<file path="config.mk">
export PLATFORM = sky130hd
export DESIGN_NAME = mdio_peripheral
export DESIGN_NICKNAME = d
export VERILOG_FILES = /design/src/rtl/mdio_peripheral.sv
export SDC_FILE = /design/constraint.sdc
export NUM_CORES = 1
export LEC_CHECK = 0
export ABC_AREA = 0
export CAP_MARGIN = 30
export CORE_UTILIZATION = 55
export CTS_BUF_LIST = sky130_fd_sc_hd__clkbuf_4
export DETAILED_ROUTE_END_ITERATION = 8
export PLACE_DENSITY = 0.83
export SLEW_MARGIN = 10
export SYNTH_ARGS = -nofsm -noshare
export SYNTH_HDL_FRONTEND = slang
export SYNTH_SLANG_ARGS = --single-unit
</file>
<file path="constraint.sdc">
create_clock -name clk -period 2.6 [get_ports clk]
set_clock_uncertainty 0.05 [all_clocks]
set_input_delay 0.65 -clock clk [delete_from_list [all_inputs] [get_ports clk]]
set_output_delay 0.65 -clock clk [all_outputs]
set_load 0.05 [all_outputs]
</file>
<file path="src/rtl/mdio_peripheral.sv">
// PHY-side MDIO (Clause 22) responder. MDC/MDIO are sampled in the clk domain; decoded
// frames become one-clk write/read strobes on a simple synchronous register port.
module mdio_peripheral #(
  parameter logic [4:0] PHY_ADDR = 5'd0
) (
  input  logic        clk,
  input  logic        rst,
  input  logic        MDC,
  input  logic        MDIO_OUT,
  input  logic        MDIO_OE,
  output logic        MDIO_IN,
  output logic [4:0]  ADDR,
  output logic [15:0] WR_DATA,
  output logic        MEMORY_WR,
  output logic        MEMORY_RD,
  input  logic [15:0] RD_DATA
);

  localparam logic [2:0] IDLE   = 3'd0;
  localparam logic [2:0] HEADER = 3'd1;
  localparam logic [2:0] WRITE  = 3'd2;
  localparam logic [2:0] READ   = 3'd3;
  localparam logic [2:0] SKIP   = 3'd4;

  logic [2:0]  state_q, state_d;
  logic [5:0]  cnt_q, cnt_d;
  logic [12:0] hdr_q, hdr_d;
  logic [15:0] data_q, data_d;
  logic [4:0]  addr_q, addr_d;
  logic [15:0] wr_data_q, wr_data_d;
  logic        mdio_in_q, mdio_in_d;
  logic        mem_wr_q, mem_wr_d;
  logic        mem_rd_q, mem_rd_d;
  logic        cap_q, cap_d;
  logic        mdc_q;

  logic        rise, fall;
  logic [13:0] hdr_shift;
  logic [15:0] data_shift;

  assign rise       = MDC & ~mdc_q;
  assign fall       = ~MDC & mdc_q;
  assign hdr_shift  = {hdr_q, MDIO_OUT};
  assign data_shift = {data_q[14:0], MDIO_OUT};

  // cnt_q holds the number of the last rising edge seen in the frame (r1 -> 1).
  always_comb begin
    // NOTE: every next-state signal gets a default first, so no path can infer a latch.
    state_d   = state_q;
    cnt_d     = cnt_q;
    hdr_d     = hdr_q;
    data_d    = data_q;
    addr_d    = addr_q;
    wr_data_d = wr_data_q;
    mdio_in_d = 1'b0;
    mem_wr_d  = 1'b0;
    mem_rd_d  = 1'b0;
    cap_d     = mem_rd_q;

    if (cap_q) data_d = RD_DATA;

    case (state_q)
      IDLE: begin
        if (rise && MDIO_OE) begin
          hdr_d   = {12'd0, MDIO_OUT};
          cnt_d   = 6'd1;
          state_d = HEADER;
        end
      end
      HEADER: begin
        if (rise) begin
          if (!MDIO_OE) begin
            state_d = IDLE;
            cnt_d   = 6'd0;
          end else begin
            hdr_d = hdr_shift[12:0];
            cnt_d = cnt_q + 6'd1;
            if (cnt_q == 6'd13) begin
              addr_d = hdr_shift[4:0];
              if (hdr_shift[13:12] != 2'b01 || hdr_shift[9:5] != PHY_ADDR) begin
                state_d = SKIP;
              end else if (hdr_shift[11:10] == 2'b10) begin
                state_d  = READ;
                mem_rd_d = 1'b1;
              end else if (hdr_shift[11:10] == 2'b01) begin
                state_d = WRITE;
              end else begin
                state_d = SKIP;
              end
            end
          end
        end
      end
      WRITE: begin
        if (rise) begin
          if (cnt_q < 6'd16) begin
            cnt_d = cnt_q + 6'd1;
          end else if (!MDIO_OE) begin
            state_d = IDLE;
            cnt_d   = 6'd0;
          end else if (cnt_q == 6'd31) begin
            wr_data_d = data_shift;
            mem_wr_d  = 1'b1;
            state_d   = IDLE;
            cnt_d     = 6'd0;
          end else begin
            data_d = data_shift;
            cnt_d  = cnt_q + 6'd1;
          end
        end
      end
      READ: begin
        mdio_in_d = mdio_in_q;
        if (rise && cnt_q < 6'd32) begin
          cnt_d = cnt_q + 6'd1;
        end else if (fall && cnt_q >= 6'd16) begin
          // Bits leave on falls so the controller sees them stable at the next rise.
          if (cnt_q == 6'd32) begin
            mdio_in_d = 1'b0;
            state_d   = IDLE;
            cnt_d     = 6'd0;
          end else begin
            mdio_in_d = data_q[15];
            data_d    = {data_q[14:0], 1'b0};
          end
        end
      end
      SKIP: begin
        if (rise) begin
          if (cnt_q == 6'd31) begin
            state_d = IDLE;
            cnt_d   = 6'd0;
          end else begin
            cnt_d = cnt_q + 6'd1;
          end
        end
      end
      default: state_d = IDLE;
    endcase
  end

  // NOTE: sequential state is updated with non-blocking assignments only.
  always_ff @(posedge clk or posedge rst) begin
    if (rst) begin
      state_q   <= IDLE;
      cnt_q     <= 6'd0;
      hdr_q     <= 13'd0;
      data_q    <= 16'd0;
      addr_q    <= 5'd0;
      wr_data_q <= 16'd0;
      mdio_in_q <= 1'b0;
      mem_wr_q  <= 1'b0;
      mem_rd_q  <= 1'b0;
      cap_q     <= 1'b0;
      mdc_q     <= 1'b0;
    end else begin
      state_q   <= state_d;
      cnt_q     <= cnt_d;
      hdr_q     <= hdr_d;
      data_q    <= data_d;
      addr_q    <= addr_d;
      wr_data_q <= wr_data_d;
      mdio_in_q <= mdio_in_d;
      mem_wr_q  <= mem_wr_d;
      mem_rd_q  <= mem_rd_d;
      cap_q     <= cap_d;
      mdc_q     <= MDC;
    end
  end

  assign MDIO_IN   = mdio_in_q;
  assign ADDR      = addr_q;
  assign WR_DATA   = wr_data_q;
  assign MEMORY_WR = mem_wr_q;
  assign MEMORY_RD = mem_rd_q;

endmodule

</file>
Word-level counts from Yosys, hierarchy flattened
Cells that the tools add are included.
{"block": "word_totals", "reg_bits": 64, "input_bits": 21, "output_inout_bits": 24, "elab_cells": 112}
{"block": "op_classes", "add_sub_neg": 1, "n_lt_le_gt_ge": 3, "eq_ne": 22, "muxes": 56, "bitwise": 5, "n_reduce_logical": 14}
{"op": "2-to-1 mux 16 bit", "n": 8}
{"op": "2-to-1 mux 6 bit", "n": 11}
{"op": "2-to-1 mux 3 bit", "n": 15}
{"op": "2-to-1 mux 13 bit", "n": 3}
{"op": "case mux 16 bit (2 select lines)", "n": 1}
{"op": "case mux 6 bit (5 select lines)", "n": 1}
{"op": "case mux 13 bit (2 select lines)", "n": 1}
{"op": "inequality test 2 bit (second input constant)", "n": 9}
{"op": "2-to-1 mux 1 bit", "n": 15}
{"op": "case mux 3 bit (5 select lines)", "n": 1}
{"op": "nonzero test 5 bit", "n": 2}
{"op": "inequality test 3 bit (second input constant)", "n": 3}
{"op": "AND reduction 9 bit", "n": 1}
{"op": "AND reduction 4 bit", "n": 2}
{"op": "AND reduction 7 bit", "n": 1}
{"op": "adder 6 x 1 -> 6 bit (second input constant)", "n": 1}
{"op": "equality test 3 x 2 -> 1 bit (second input constant)", "n": 2}
{"op": "equality test 6 x 4 -> 1 bit (second input constant)", "n": 1}
{"op": "equality test 6 x 5 -> 1 bit (second input constant)", "n": 1}
{"op": "equality test 6 bit (second input constant)", "n": 1}
{"op": ">= comparator 6 x 5 -> 1 bit (second input constant)", "n": 1}
{"op": "less-than comparator 6 x 5 -> 1 bit (second input constant)", "n": 1}
{"op": "less-than comparator 6 bit (second input constant)", "n": 1}
{"op": "AND reduction 5 bit", "n": 1}
{"op": "other kinds (12)", "n": 17}

Depth between registers and ports, before layout
Gate-level depths: netlist (run 1).
{"block": "logic_depth", "word_depth": 8, "ltp_mapped": 7, "mapped_depth_nobuf": 6}

Worst setup path before layout (run 1)
Ideal clock, no wire load.
{"block": "synth_path", "path_kind": "input -> register", "startpoint": "input MDC", "endpoint": "register wr_data_q[0], in the netlist WR_DATA[0]", "setup_ps": 125, "t_arrival_ps": 1811, "required_ps": 2425, "setup_slack_ps": 614, "stages": 6, "path_buffers": 2, "cell_sequence": "nand2b_1 > nor3_1 > and2_1 > buf_4 > buf_6 > mux2_2"}
{"block": "synth_via", "elab_chain_cells": 2}
{"item": "start, declared", "line": "8", "source": "input logic MDC,"}
{"item": "bitwise AND 1 bit", "line": "41", "source": "assign rise = MDC & ~mdc_q;"}
{"item": "AND reduction 5 bit (no line)"}
{"item": "end signal, assigned", "line": "162", "source": "wr_data_q <= wr_data_d;"}
{"item": "end, declared", "line": "30", "source": "logic [15:0] wr_data_q, wr_data_d;"}
No other way between the ends.
A chain may end at the register's enable or synchronous reset.

Final worst setup path (run 1)
{"block": "layout_path", "startpoint": "register addr_q[0], in the netlist ADDR[0]", "endpoint": "output ADDR[0]"}
{"item": "start, declared", "line": "29", "source": "logic [4:0] addr_q, addr_d;"}
{"item": "start signal, assigned", "line": "161", "source": "addr_q <= addr_d;"}
{"item": "end, declared", "line": "12", "source": "output logic [4:0] ADDR,"}
No word-level cell between the ends.

==> results_dict.tcl, run 1 <==
set metrics [dict create \
    fp.dieArea_mm2 0.00582 \
    first_pass_iters 4 \
    critPathArrivalTime_ns 1.60 \
    htreeDepth 3 \
    grt_pass1_wl_um 10100 \
    ys_seq_area_share_pct 52.7 \
    clockPowerShare_pct 28.2 \
    r2r_slack_ns 0.57 \
    synth_seq_cells 64 \
    numPortBuffers 44 \
    syn-num-nets 287 \
    vdd_drop_max_v 0.000443 \
    grt_max_degree 65 \
    intPower_uw 1580 \
    vias_per_cell 5.69 \
    rows 26 \
    ys.flop_type "dfrtp_1" \
    start_kind "flip-flop" \
    yosys.area.top_type "dfrtp_1" \
    fin_tns_setup_ns 0 \
    worstSetupEndpointType "output port" \
    setup_viol 0 \
    final_core_util_pct 71.5 \
    fmax_mhz 434 \
    r2r_end "cnt_q[5]" \
    netlist_instances 262 \
    num_vias 2215 \
    r2r-start "cnt_q[0]" \
    p_comb_share_pct 20.4 \
    post-cts-setup-buffers 0 \
    antenna_found_initial 0 \
    netlist_area_mm2 0.00304 \
    ctsResizeCount 0 \
    io_pins 45 \
    drc 0 \
    hold_viol 0 \
    preCtsSetupSlack_ns 0.0348 \
    grtUsageTotal_pct 22.4 \
    syn_to_final_growth_pct 22.6 \
    rr_worst_depth 6 \
    hp-class "reg -> reg" \
    fillers 380 \
    cp_top_family "buffers and inverters" \
    p_sw_uw 720 \
    p_leak_uw 0.00168 \
    detail-route-antenna-nets 0 \
    dieHeight_um 76.3 \
    crit_type "reg -> out" \
    yosysWarnings 0 \
    post_drt_wl_per_cell_um 15.2 \
    fin_nets 340 \
    dp_hpwl_um 4090 \
    grt_pass1_vias 2118 \
    synth_edf_count 0 \
    start_util_pct 58.3 \
    sequentialPowerShare_pct 51.3 \
    tightest_slew_ns 0.519 \
    cp.depth 1 \
    worst-path-buf-inv 1 \
    synth_top_area_share_pct 52.7 \
    status "complete, no violations" \
    setup_slack_ns 0.298 \
    hold_buffers 0 \
    drive_gt1_share_pct 19.1 \
    gp_congestion 0.874 \
    path_max_fanout 2 \
    cts_sinks 64 \
    path_cells "clkdlybuf4s50_1" \
    overflow 0 \
    netSwitchingFraction_pct 31.3 \
    antenna_cells 0 \
    power-per-cell-area_mw_per_mm2 618 \
    synth.area.top_cells "dfrtp_1, mux2_2, mux2i_1, a22o_1, a21oi_1" \
    tritoncts "yes" \
    avgSynthCellArea_um2 11.6 \
    cts-root-buf "clkbuf_4" \
    startpoint "ADDR[0]" \
    cpPeakStageDelay_ns 0.83 \
    crit_required_ns 1.90 \
    cts_buffer_depth 2 \
    cts_made_buffers 9 \
    slew_viol_final 0 \
    crit_path_top_delay_cell "clkdlybuf4s50_1" \
    wl_um 5920 \
    setup.worst_path.end "ADDR[0]" \
    die_w_um 76.3 \
    rsz0062_at_grt "false" \
    clkLatencyLatePin_ns 0.40 \
    drtIter0Drc 126 \
    drv_cap 0 \
    synth_cell_types 56 \
    core_area_mm2 0.00520 \
    clk_pin_slew_worst_paths_ns 0.11 \
    fin_crit_ns 2.30 \
    final.period_utilization_pct 88.5 \
    max-slew-margin-rel_pct 65.3 \
    synth-async-reset-ratio_pct 100 \
]
## per-stage QoR
stage	area [um2]	cells	hold slack (ns)	total power (uW)
2_1_floorplan	3040	262	0.428	1520
3_3_place_gp	3600	374	0.356	1650
3_5_place_dp	3600	374	0.350	1670
4_1_cts	3720	389	0.376	2320
5_1_grt	3720	389	0.389	2410
6_report	3720	389	0.367	2300
## logic make-up after synthesis
logic type | after synthesis | share of synthesized area [%]
compound gates | 57 | 13.7
fa+ha+maj | 4 | 1.65
buf+inv | 22 | 3.87
flops | 64 | 52.7
mux | 38 | 13.5
simple gates | 77 | 14.5
## how the worst min path moves through the flow
stage,start,endpoint,depth (start not counted)
CTS,MEMORY_RD,cap_q,0
floorplan,hdr_q[0],hdr_q[1],1
detailed placement,MEMORY_RD,cap_q,0
global route,MEMORY_RD,cap_q,0
finish,MEMORY_RD,cap_q,0
global placement,MEMORY_RD,cap_q,0
## state kept, by name, summed over array words and instances (netlist names)
register   count
WR_DATA       16
data_q        16
hdr_q         13
cnt_q          6
ADDR           5
state_q        3
MDIO_IN        1
MEMORY_RD      1
MEMORY_WR      1
cap_q          1
mdc_q          1
## per-layer routing
layer,wire [um],part of all wire (%),global-route usage (%),up-vias
met5,0,0,0,-
met1,2810,47,31.2,1059
met3,308,5.2,4.19,13
met4,109,1.8,10.2,0
li1,-,-,-,1066
met2,2690,46,34.1,77
## placed cells by master, fill, tap and decap left out, types with 2 or more instances in the layout
cell type        count
nor3_1               6
nor2b_1              2
nand3b_1             4
inv_2                2
o22ai_1              4
nor4_1               2
buf_12               2
buf_4               11
mux2i_1             15
nand3_1              9
nor2_1              24
and2_1               2
a221o_1              2
or3_1                3
ha_1                 4
mux2_2              22
inv_1                5
clkdlybuf4s50_1     44
clkinv_2             2
nand2_1              3
clkbuf_4             9
a21oi_1             19
nand2b_1             5
nand4_1              2
o21ai_0              5
nand4b_1             2
dfrtp_1             64
a32o_1               2
a22o_1              12
## power groups by stage
stage	Clock, uW	Sequential, uW	Combinational [uW]
6_report	650	1180	470
5_1_grt	698	1200	516
4_1_cts	663	1180	473
3_5_place_dp	0	1200	470
3_3_place_gp	0	1190	455
2_1_floorplan	0	1210	309
## cell usage after synthesis (2+ instances only)
cell      instances
nand4_1           2
inv_1             6
or3_1             3
nor2_1           24
nor3_1            6
o22ai_1           4
a221o_1           2
dfrtp_1          64
buf_4             3
o21ai_0           5
mux2_2           22
nand4b_1          2
buf_2             6
mux2i_1          15
and2_1            2
ha_1              4
nand3b_1          4
a21oi_1          19
a32o_1            2
buf_6             2
nor2b_1           2
nand2b_1          5
clkbuf_1          3
nand3_1           9
nor4_1            2
a22o_1           12
nand2_1           3
## cell type report
cell class | instances | area (um2) | share of cell area, %
clock buffers | 9 | 67.6 | 1.81
clock inverters | 6 | 60.1 | 1.61
inverters | 7 | 26.3 | 0.706
multi-input cells | 176 | 1320 | 35.4
flip-flops and latches | 64 | 1600 | 43.0
well taps | 70 | 87.6 | 2.35
repair buffers | 57 | 563 | 15.1
(Power assumes the default switching activity.)
==> run 2, diff against run 1 <==
--- a/config.mk
+++ b/config.mk
@@ -6,9 +6,9 @@
 export NUM_CORES = 1
 export LEC_CHECK = 0
 export ABC_AREA = 0
-export CAP_MARGIN = 30
 export CORE_UTILIZATION = 55
 export CTS_BUF_LIST = sky130_fd_sc_hd__clkbuf_4
+export CTS_CLUSTER_SIZE = 28
 export DETAILED_ROUTE_END_ITERATION = 8
 export PLACE_DENSITY = 0.83
 export SLEW_MARGIN = 10
==> results of run 2 <==
No change in the layout: final DEF, timing and power equal those of run 1.
==> run 3, diff against run 2 <==
--- a/config.mk
+++ b/config.mk
@@ -15,3 +15,4 @@
 export SYNTH_ARGS = -nofsm -noshare
 export SYNTH_HDL_FRONTEND = slang
 export SYNTH_SLANG_ARGS = --single-unit
+export TNS_END_PERCENT = 5
==> results of run 3 <==
No change in the layout: final DEF, timing and power equal those of run 1.
